`config.mk`:
```
export PLATFORM = sky130hd
export DESIGN_NAME = axis_bit_merger
export DESIGN_NICKNAME = d
export VERILOG_FILES = /design/src/rtl/axis_bit_merger.sv
export SDC_FILE = /design/constraint.sdc
export NUM_CORES = 1
export LEC_CHECK = 0
export ABC_AREA = 1
export BUFFER_PORTS_ARGS = -buffer_cell sky130_fd_sc_hd__buf_2
export CORE_UTILIZATION = 36
export DETAILED_ROUTE_END_ITERATION = 7
export PLACE_DENSITY_LB_ADDON = 0.1
export REMOVE_ABC_BUFFERS = 1
export SYNTH_ARGS = -nofsm -noshare
export SYNTH_HDL_FRONTEND = slang
export SYNTH_SLANG_ARGS = --single-unit
```
`constraint.sdc`:
```
create_clock -name clk -period 2.6 [get_ports clk]
set_input_delay 0.13 -clock clk [delete_from_list [all_inputs] [get_ports clk]]
set_output_delay 0.13 -clock clk [all_outputs]
set_load 0.02 [all_outputs]
```
`src/rtl/axis_bit_merger.sv`:
```
// AXI-Stream bit merger: packs the valid LSB bits of each input beat into dense
// 16-bit output words, flushes the remainder on tlast and flags bad packet lengths.
module axis_bit_merger #(
  parameter int unsigned PKT_BITS  = 40,
  parameter int unsigned CHECK_LEN = 1
) (
  input  logic        clk,
  input  logic        reset_n,
  input  logic [15:0] s_tdata,
  input  logic [4:0]  s_tkeep,
  input  logic        s_tvalid,
  input  logic        s_tlast,
  output logic        s_tready,
  output logic [15:0] m_tdata,
  output logic [4:0]  m_tkeep,
  output logic        m_tvalid,
  output logic        m_tlast,
  input  logic        m_tready,
  output logic        len_err
);

  typedef enum logic [1:0] {
    ACCEPT = 2'd0,
    EMIT   = 2'd1,
    FLUSH  = 2'd2
  } state_t;

  state_t      state_q, state_d;
  logic [31:0] acc_q, acc_d;
  logic [5:0]  lvl_q, lvl_d;
  logic        pend_last_q, pend_last_d;
  logic [15:0] pkt_cnt_q, pkt_cnt_d;
  logic        err_flag_q, err_flag_d;
  logic        len_err_q, len_err_d;

  logic [4:0]  bit_cnt;
  logic [31:0] beat_bits;
  logic [16:0] cnt_sum;
  logic        word_last;
  logic        len_bad;
  logic        pkt_end;

  always_ff @(posedge clk) begin
    if (!reset_n) begin
      state_q     <= ACCEPT;
      acc_q       <= '0;
      lvl_q       <= '0;
      pend_last_q <= 1'b0;
      pkt_cnt_q   <= '0;
      err_flag_q  <= 1'b0;
      len_err_q   <= 1'b0;
    end else begin
      state_q     <= state_d;
      acc_q       <= acc_d;
      lvl_q       <= lvl_d;
      pend_last_q <= pend_last_d;
      pkt_cnt_q   <= pkt_cnt_d;
      err_flag_q  <= err_flag_d;
      len_err_q   <= len_err_d;
    end
  end

  always_comb begin
    bit_cnt     = (s_tkeep > 5'd16) ? 5'd16 : s_tkeep;
    beat_bits   = {16'h0000, s_tdata} & ((32'd1 << bit_cnt) - 32'd1);
    cnt_sum     = {1'b0, pkt_cnt_q} + {12'h000, bit_cnt};
    word_last   = pend_last_q && (lvl_q == 6'd16);
    len_bad     = (pkt_cnt_q != 16'(PKT_BITS)) || err_flag_q;
    state_d     = state_q;
    acc_d       = acc_q;
    lvl_d       = lvl_q;
    pend_last_d = pend_last_q;
    pkt_cnt_d   = pkt_cnt_q;
    err_flag_d  = err_flag_q;
    len_err_d   = 1'b0;
    pkt_end     = 1'b0;
    unique case (state_q)
      ACCEPT: begin
        if (s_tvalid) begin
          acc_d       = acc_q | (beat_bits << lvl_q);
          lvl_d       = lvl_q + {1'b0, bit_cnt};
          pkt_cnt_d   = cnt_sum[16] ? '1 : cnt_sum[15:0];
          err_flag_d  = err_flag_q | (s_tkeep > 5'd16);
          pend_last_d = s_tlast;
          if (lvl_d >= 6'd16)
            state_d = EMIT;
          else if (s_tlast)
            state_d = FLUSH;
        end
      end
      EMIT: begin
        if (m_tready) begin
          acc_d = acc_q >> 16;
          lvl_d = lvl_q - 6'd16;
          if (word_last) begin
            // exact fill: the full word already carried tlast, so skip the empty tail
            pend_last_d = 1'b0;
            pkt_end     = 1'b1;
            state_d     = ACCEPT;
          end else if (pend_last_q) begin
            state_d = FLUSH;
          end else begin
            state_d = ACCEPT;
          end
        end
      end
      FLUSH: begin
        if (m_tready) begin
          acc_d       = '0;
          lvl_d       = '0;
          pend_last_d = 1'b0;
          pkt_end     = 1'b1;
          state_d     = ACCEPT;
        end
      end
      default: state_d = ACCEPT;
    endcase
    if (pkt_end) begin
      len_err_d  = (CHECK_LEN != 0) && len_bad;
      pkt_cnt_d  = '0;
      err_flag_d = 1'b0;
    end
  end

  always_comb begin
    s_tready = reset_n && (state_q == ACCEPT);
    m_tvalid = (state_q != ACCEPT);
    m_tdata  = m_tvalid ? acc_q[15:0] : '0;
    m_tkeep  = '0;
    m_tlast  = 1'b0;
    unique case (state_q)
      EMIT: begin
        m_tkeep = 5'd16;
        m_tlast = word_last;
      end
      FLUSH: begin
        m_tkeep = lvl_q[4:0];
        m_tlast = 1'b1;
      end
      default: ;
    endcase
    len_err = len_err_q;
  end

endmodule

```
==> impl_metrics.yaml, run 1 <==
die:
  die_w_um: 116
  io_pins: 51
  die_height_um: 116
  coreArea_um2: 12700
  dieArea_um2: 13500
  rows: 41
  initial_core_util_pct: 37.0
routing:
  vias: 5219
  ant_nets: 0
  first_iter_violations: 356
  drt_wl_total_um: 14600
  post_drt_wl_per_cell_um: 14.6
  drcViolationCount: 0
  via_per_inst: 5.21
  dr.pass1.iters: 5
logic_synthesis:
  synth_edf_count: 0
  yosysSeqAreaShare_pct: 25.2
  synth-main-ff-cell: "dfxtp_1"
  synth.distinct_cells: 43
  ys_ff_latch: 59
  syn_area_um2: 4690
  synth_largest_area_cell: "dfxtp_1"
  yosys.area.top_type_share_pct: 25.2
  syn_inst: 770
  syn_avg_cell_area_um2: 6.09
  ys_async_sr_fraction_pct: 0
  yosys-top-cells-area: "dfxtp_1 25%, nand2_1 14%, nand3_1 11%"
  synth_warnings: 0
power:
  peakVddDrop_v: 0.000459
  powerDensity_nw_per_um2: 1010
  p_leak_nw: 2.67
worst_setup_path:
  rrSetupSlack_ps: 260
  end_kind: "register"
  required_ps: 2820
  critPathLaunchType: "register"
  critPathKind: "reg2reg"
  critPathArrivalTime_ps: 2560
  crit_fanout: 3
timing:
  skew_ps: 9.86
  fin_ws_ps: 258
  rsz0062_at_grt: "no"
  setup_viol: 0
  tightest_slew_ps: 537
  final_max_slew_viol_count: 0
  finalSetupTns_ps: 0
  fin_crit_sh_pct: 90.1
  fmax_ghz: 0.427
  slew-limit-headroom_pct: 64.0
  hold_viol_final: 0
  fin_crit_ps: 2340
final_layout:
  seqCellArea_um2: 1180
  fillers: 1417
  design_area_um2: 5510
  area_growth_pct: 17.5
  fin_nets: 869
  fin_cells: 1001
  antenna_cells: 0
  multiInputGateArea_um2: 3020
  final_layout_size_suffix_gt1_share_pct: 15.6
global_route:
  overflow: 0
  grt_usage_pct: 23.2
  grt_pass1_vias: 4981
  grt_start_max_net_pins: 28
  grt_pass1_wl_um: 24500
  antenna_found_initial: 0
placed_design:
  place.gp.congestion: 0.882
  dp_slack_ps: -33.9
  placed_cell_area_um2: 5200
  dp.cells: 986
  port_buffers: 50
  place_hpwl_um: 11300
hold_path:
  hold_path.class: "in2reg"
clock_tree:
  hold_buffers: 0
  clk_pin_slew_ps: 50
  clkSinkCount: 59
  cts_buffers: 9
  htreeDepth: 3
  clkLatencyLatePin_ps: 340
  clockBufferDepth: 2
  cts_tree: "done"
  clock-root-buffer: "clkbuf_16"
job:
  maxCapViolations: 0
run_status:
  status: "finished clean"
[critical path, stage by stage (launching register included)]
cell and delay (ps):
dfxtp_1 360, ha_1 190, inv_1 60, fa_1 390, inv_1 70, a31oi_1 110
nor2_1 110, o21ai_0 130, nor4_1 190, nand2_1 160, nor2_4 130, nand3_1 90
xor2_1 150, a21oi_1 80
[registers in the layout, indices dropped and copies added, names as in the netlist]
register / cells
pkt_cnt_q: 16
err_flag_q: 1
len_err: 1
lvl_q: 6
state_q: 2
pend_last_q: 1
acc_q: 32
[per-layer routing]
layer	track usage, %	part of all wire (%)
met1	31.3	49
met5	0	0
met2	37.9	46
met3	4.20	3.8
met4	6.58	1.1
[metrics by stage]
stage | util, % | hold slack, ps | power, W
3_5_place_dp | 41.0 | 432 | 0.00436
3_3_place_gp | 41.0 | 416 | 0.00432
2_1_floorplan | - | 264 | 0.00339
6_report | 43.5 | 82.5 | 0.00554
5_1_grt | 43.5 | 114 | 0.00606
4_1_cts | 43.3 | 83.1 | 0.00557
[cell usage in the layout (no fill, tap or decap), types with 6 or more instances in the layout]
cell type,count
nor2_2,7
o21ai_0,44
xor2_1,12
buf_2,50
nor2_1,69
inv_1,83
ha_1,16
nand4_1,16
a21oi_1,65
buf_4,24
o21ai_1,14
a31oi_1,6
nand2_1,173
clkbuf_16,9
nor3_1,9
inv_2,9
dfxtp_1,59
nand3_1,107
[logic make-up (layout without fill, tap and decap cells)]
logic type	Yosys count	count (layout)	synth area share, %
XOR/XNOR	14	14	2.62
flip-flops	59	59	25.2
buffers and inverters	125	184	10.6
AO/OA/AOI/OAI	149	149	17.6
AND/OR/NAND/NOR	405	405	38.9
adder cells (fa/ha/maj)	18	18	5.13
[repair_timing]
action | CTS | global route
gates resized for setup | 0 | 5
hold endpoints to repair | 0 | 0
buffers inserted | 0 | 0
endpoints found under the setup margin | 0 | 9
[report_power, final]
part	internal, W	switching (W)	total, W	leakage, nW
registers	0.00117	0.000145	0.00131	0.483
logic	0.000989	0.00204	0.00303	2.04
clock network	0.000786	0.000411	0.00120	0.146
[synthesized netlist by cell type (6+ instances only)]
cell,count
dfxtp_1,59
nor2_2,7
ha_1,16
xor2_1,12
inv_1,84
inv_2,8
nand4_1,16
nand3_1,107
o21ai_0,44
nand2_1,174
nor2_1,70
a31oi_1,6
buf_2,13
nor3_1,10
o21ai_1,14
clkbuf_1,12
a21oi_1,65
[layout make-up]
cell class	instances	share of cell area, %
multi-input combinational	586	54.9
sequential	59	21.4
clock buffer	13	4.73
tap	172	3.91
clock inverter	2	0.636
timing repair buffer	74	7.82
inverter	95	6.57
[path summary, 6_finish.rpt]
kind | startpoint | to | depth (start not counted)
worst max register to register | pkt_cnt_q[0]$_SDFFE_PP0P_ | pkt_cnt_q[14]$_SDFFE_PP0P_ | 13
worst min register to register | acc_q[31]$_SDFFE_PN0P_ | acc_q[31]$_SDFFE_PN0P_ | 2
worst min-delay path | m_tready | len_err$_SDFF_PN0_ | 3
worst max-delay path | pkt_cnt_q[0]$_SDFFE_PP0P_ | pkt_cnt_q[14]$_SDFFE_PP0P_ | 13
No activity file was read; power rests on OpenSTA's default activity.
==> run 2: changes to the inputs <==
==> constraint.sdc (replaced) <==
create_clock -name clk -period 2.6 [get_ports clk]
set_input_delay 0.52 -clock clk [delete_from_list [all_inputs] [get_ports clk]]
set_output_delay 0.52 -clock clk [all_outputs]
set_load 0.02 [all_outputs]
==> run 2 against run 1 <==
  * Flip-flop and latch count stayed put
  * Core utilization increased by 2.7 points
  * Clock skew fell by 2.7 ps
  * Via count grew 3.3%
  * First-iteration DRC count fell by 14%
  * Power rose by 2.1%
  * Critical path type is now in2reg
  * Largest cell class unchanged
==> impl_metrics.yaml, run 2 (same netlist as run 1, synthesis figures left out) <==
timing:
  fin_crit_sh_pct: 94.4
  rsz0062_at_grt: "yes"
  tightest_slew_ps: 564
  fmax_ghz: 0.407
  skew_ps: 7.17
  fin_crit_ps: 2450
  slew-limit-headroom_pct: 62.1
  hold_viol_final: 0
  setup_viol: 0
  final_max_slew_viol_count: 0
placed_design:
  place_hpwl_um: 11700
  dp.cells: 1021
  place.gp.congestion: 0.874
  port_buffers: 50
worst_setup_path:
  end_kind: "register"
  critPathArrivalTime_ps: 2730
  cpPeakStageDelay_ps: 340
  critPathBufInv: 3
  critPathKind: "in2reg"
  required_ps: 2870
  cp_top_family: "simple AND/OR/NAND/NOR gates"
  crit_fanout: 5
  slowest_stage: "fa_2"
  worstPathCellList: "clkbuf_4 -> nor2_4 -> ha_1 -> inv_1 -> fa_2 -> inv_1 -> a31oi_1 -> nor2_1 -> o21ai_1 -> nor4_1 -> nand2_1 -> nor2_4 -> nand3_1 -> xor2_1 -> a21oi_1"
  critPathLaunchType: "input pin"
global_route:
  grt_start_max_net_pins: 28
  antenna_found_initial: 0
  grt_pass1_vias: 5233
  grt_pass1_wl_um: 25200
  overflow: 0
  grt_usage_pct: 24.0
power:
  clockPowerShare_pct: 20.4
  p_int_w: 0.00297
  total_power_w: 0.00565
  combPwrFrac_pct: 56.4
  swShare_pct: 47.4
  peakVddDrop_v: 0.000443
  p_sw_w: 0.00268
  p_leak_nw: 2.86
  p_seq_share_pct: 23.3
  powerDensity_nw_per_um2: 966
clock_tree:
  clkSinkCount: 59
  hold_buffers: 0
  clock-root-buffer: "clkbuf_16"
  clkLatencyLatePin_ps: 340
  clk_pin_slew_ps: 50
  cts_buffers: 9
  clockBufferDepth: 2
  cts_tree: "done"
  htreeDepth: 3
routing:
  post_drt_wl_per_cell_um: 14.5
  first_iter_violations: 305
  vias: 5389
  drcViolationCount: 0
  drt_wl_total_um: 15100
  via_per_inst: 5.20
  ant_nets: 0
  dr.pass1.iters: 5
final_layout:
  antenna_cells: 0
  largest_reg_flops: 32
  final_layout_size_suffix_gt1_share_pct: 20.6
  fin_cells: 1037
  area_growth_pct: 24.8
  final_cell_mix: "172 x nand2_1, 105 x nand3_1, 83 x inv_1"
  mostFrequentLayoutCell: "nand2_1"
  biggestRegsByFlops: "acc_q (32), pkt_cnt_q (16), lvl_q (6)"
  regMostFlops: "acc_q"
  fin_nets: 904
job:
  maxCapViolations: 0
die:
  die_w_um: 116
  io_pins: 51
  coreArea_um2: 12700
  initial_core_util_pct: 37.0
  dieArea_um2: 13500
  rows: 41
  die_height_um: 116
run_status:
  status: "finished clean"
hold_path:
  hold_path.class: "reg2reg"
run 2: stage by stage:
step	hold slack [ps]	cell area [µm²]	util, %	setup TNS (ps)	worst slack [ps]
floorplan	430	4550	-	-220	-74.1
global placement	441	5460	43.1	-3420	-195
detailed placement	445	5460	43.1	-6170	-324
CTS	453	5750	45.4	0	42.5
global route	473	5850	46.2	-19.0	-12.8
finish	453	5850	46.2	0	145
run 2: power groups by stage:
stage                     registers [W]  clock network, W  logic (W)
after detailed placement        0.00133                 0    0.00311
final                           0.00132           0.00115    0.00319
after CTS                       0.00131           0.00118    0.00313
after global routing            0.00135           0.00121    0.00363
after floorplan                 0.00137                 0    0.00202
after global placement          0.00132                 0    0.00308
run 2: layout make-up:
class	count	area, µm²
Clock inverter	3	21.3
Timing Repair Buffer	109	699
Sequential cell	59	1180
Fill cell	1376	6820
Multi-Input combinational cell	586	3100
Inverter	95	362
Tap cell	172	215
Clock buffer	13	270
run 2: tightest hold or removal path: stages (launching register included):
cell and delay (ps):
dfxtp_1 310, inv_1 50, a21oi_1 50
run 2: worst paths after layout:
| check | startpoint | endpoint | slack [ps] | cells past startpoint |
|---|---|---|---|---|
| worst max register to register | pkt_cnt_q[0]$_SDFFE_PP0P_ | pkt_cnt_q[14]$_SDFFE_PP0P_ | 250 | 13 |
| worst min register to register | acc_q[27]$_SDFFE_PN0P_ | acc_q[27]$_SDFFE_PN0P_ | 450 | 2 |
| worst min-delay path | acc_q[27]$_SDFFE_PN0P_ | acc_q[27]$_SDFFE_PN0P_ | 450 | 2 |
| worst max-delay path | s_tkeep[4] | pkt_cnt_q[14]$_SDFFE_PP0P_ | 150 | 15 |
run 2: timing repair:
action,in CTS,in global routing
endpoints found under the setup margin,0,31
gates resized for setup,0,26
setup buffers,0,0
run 2: layer usage:
metal | wire, µm | global-route usage (%) | vias up
met4 | 231 | 7.26 | 0
met5 | 0 | 0 | -
met2 | 6940 | 40.3 | 142
met3 | 693 | 4.72 | 21
met1 | 7200 | 31.1 | 2496
li1 | - | - | 2730
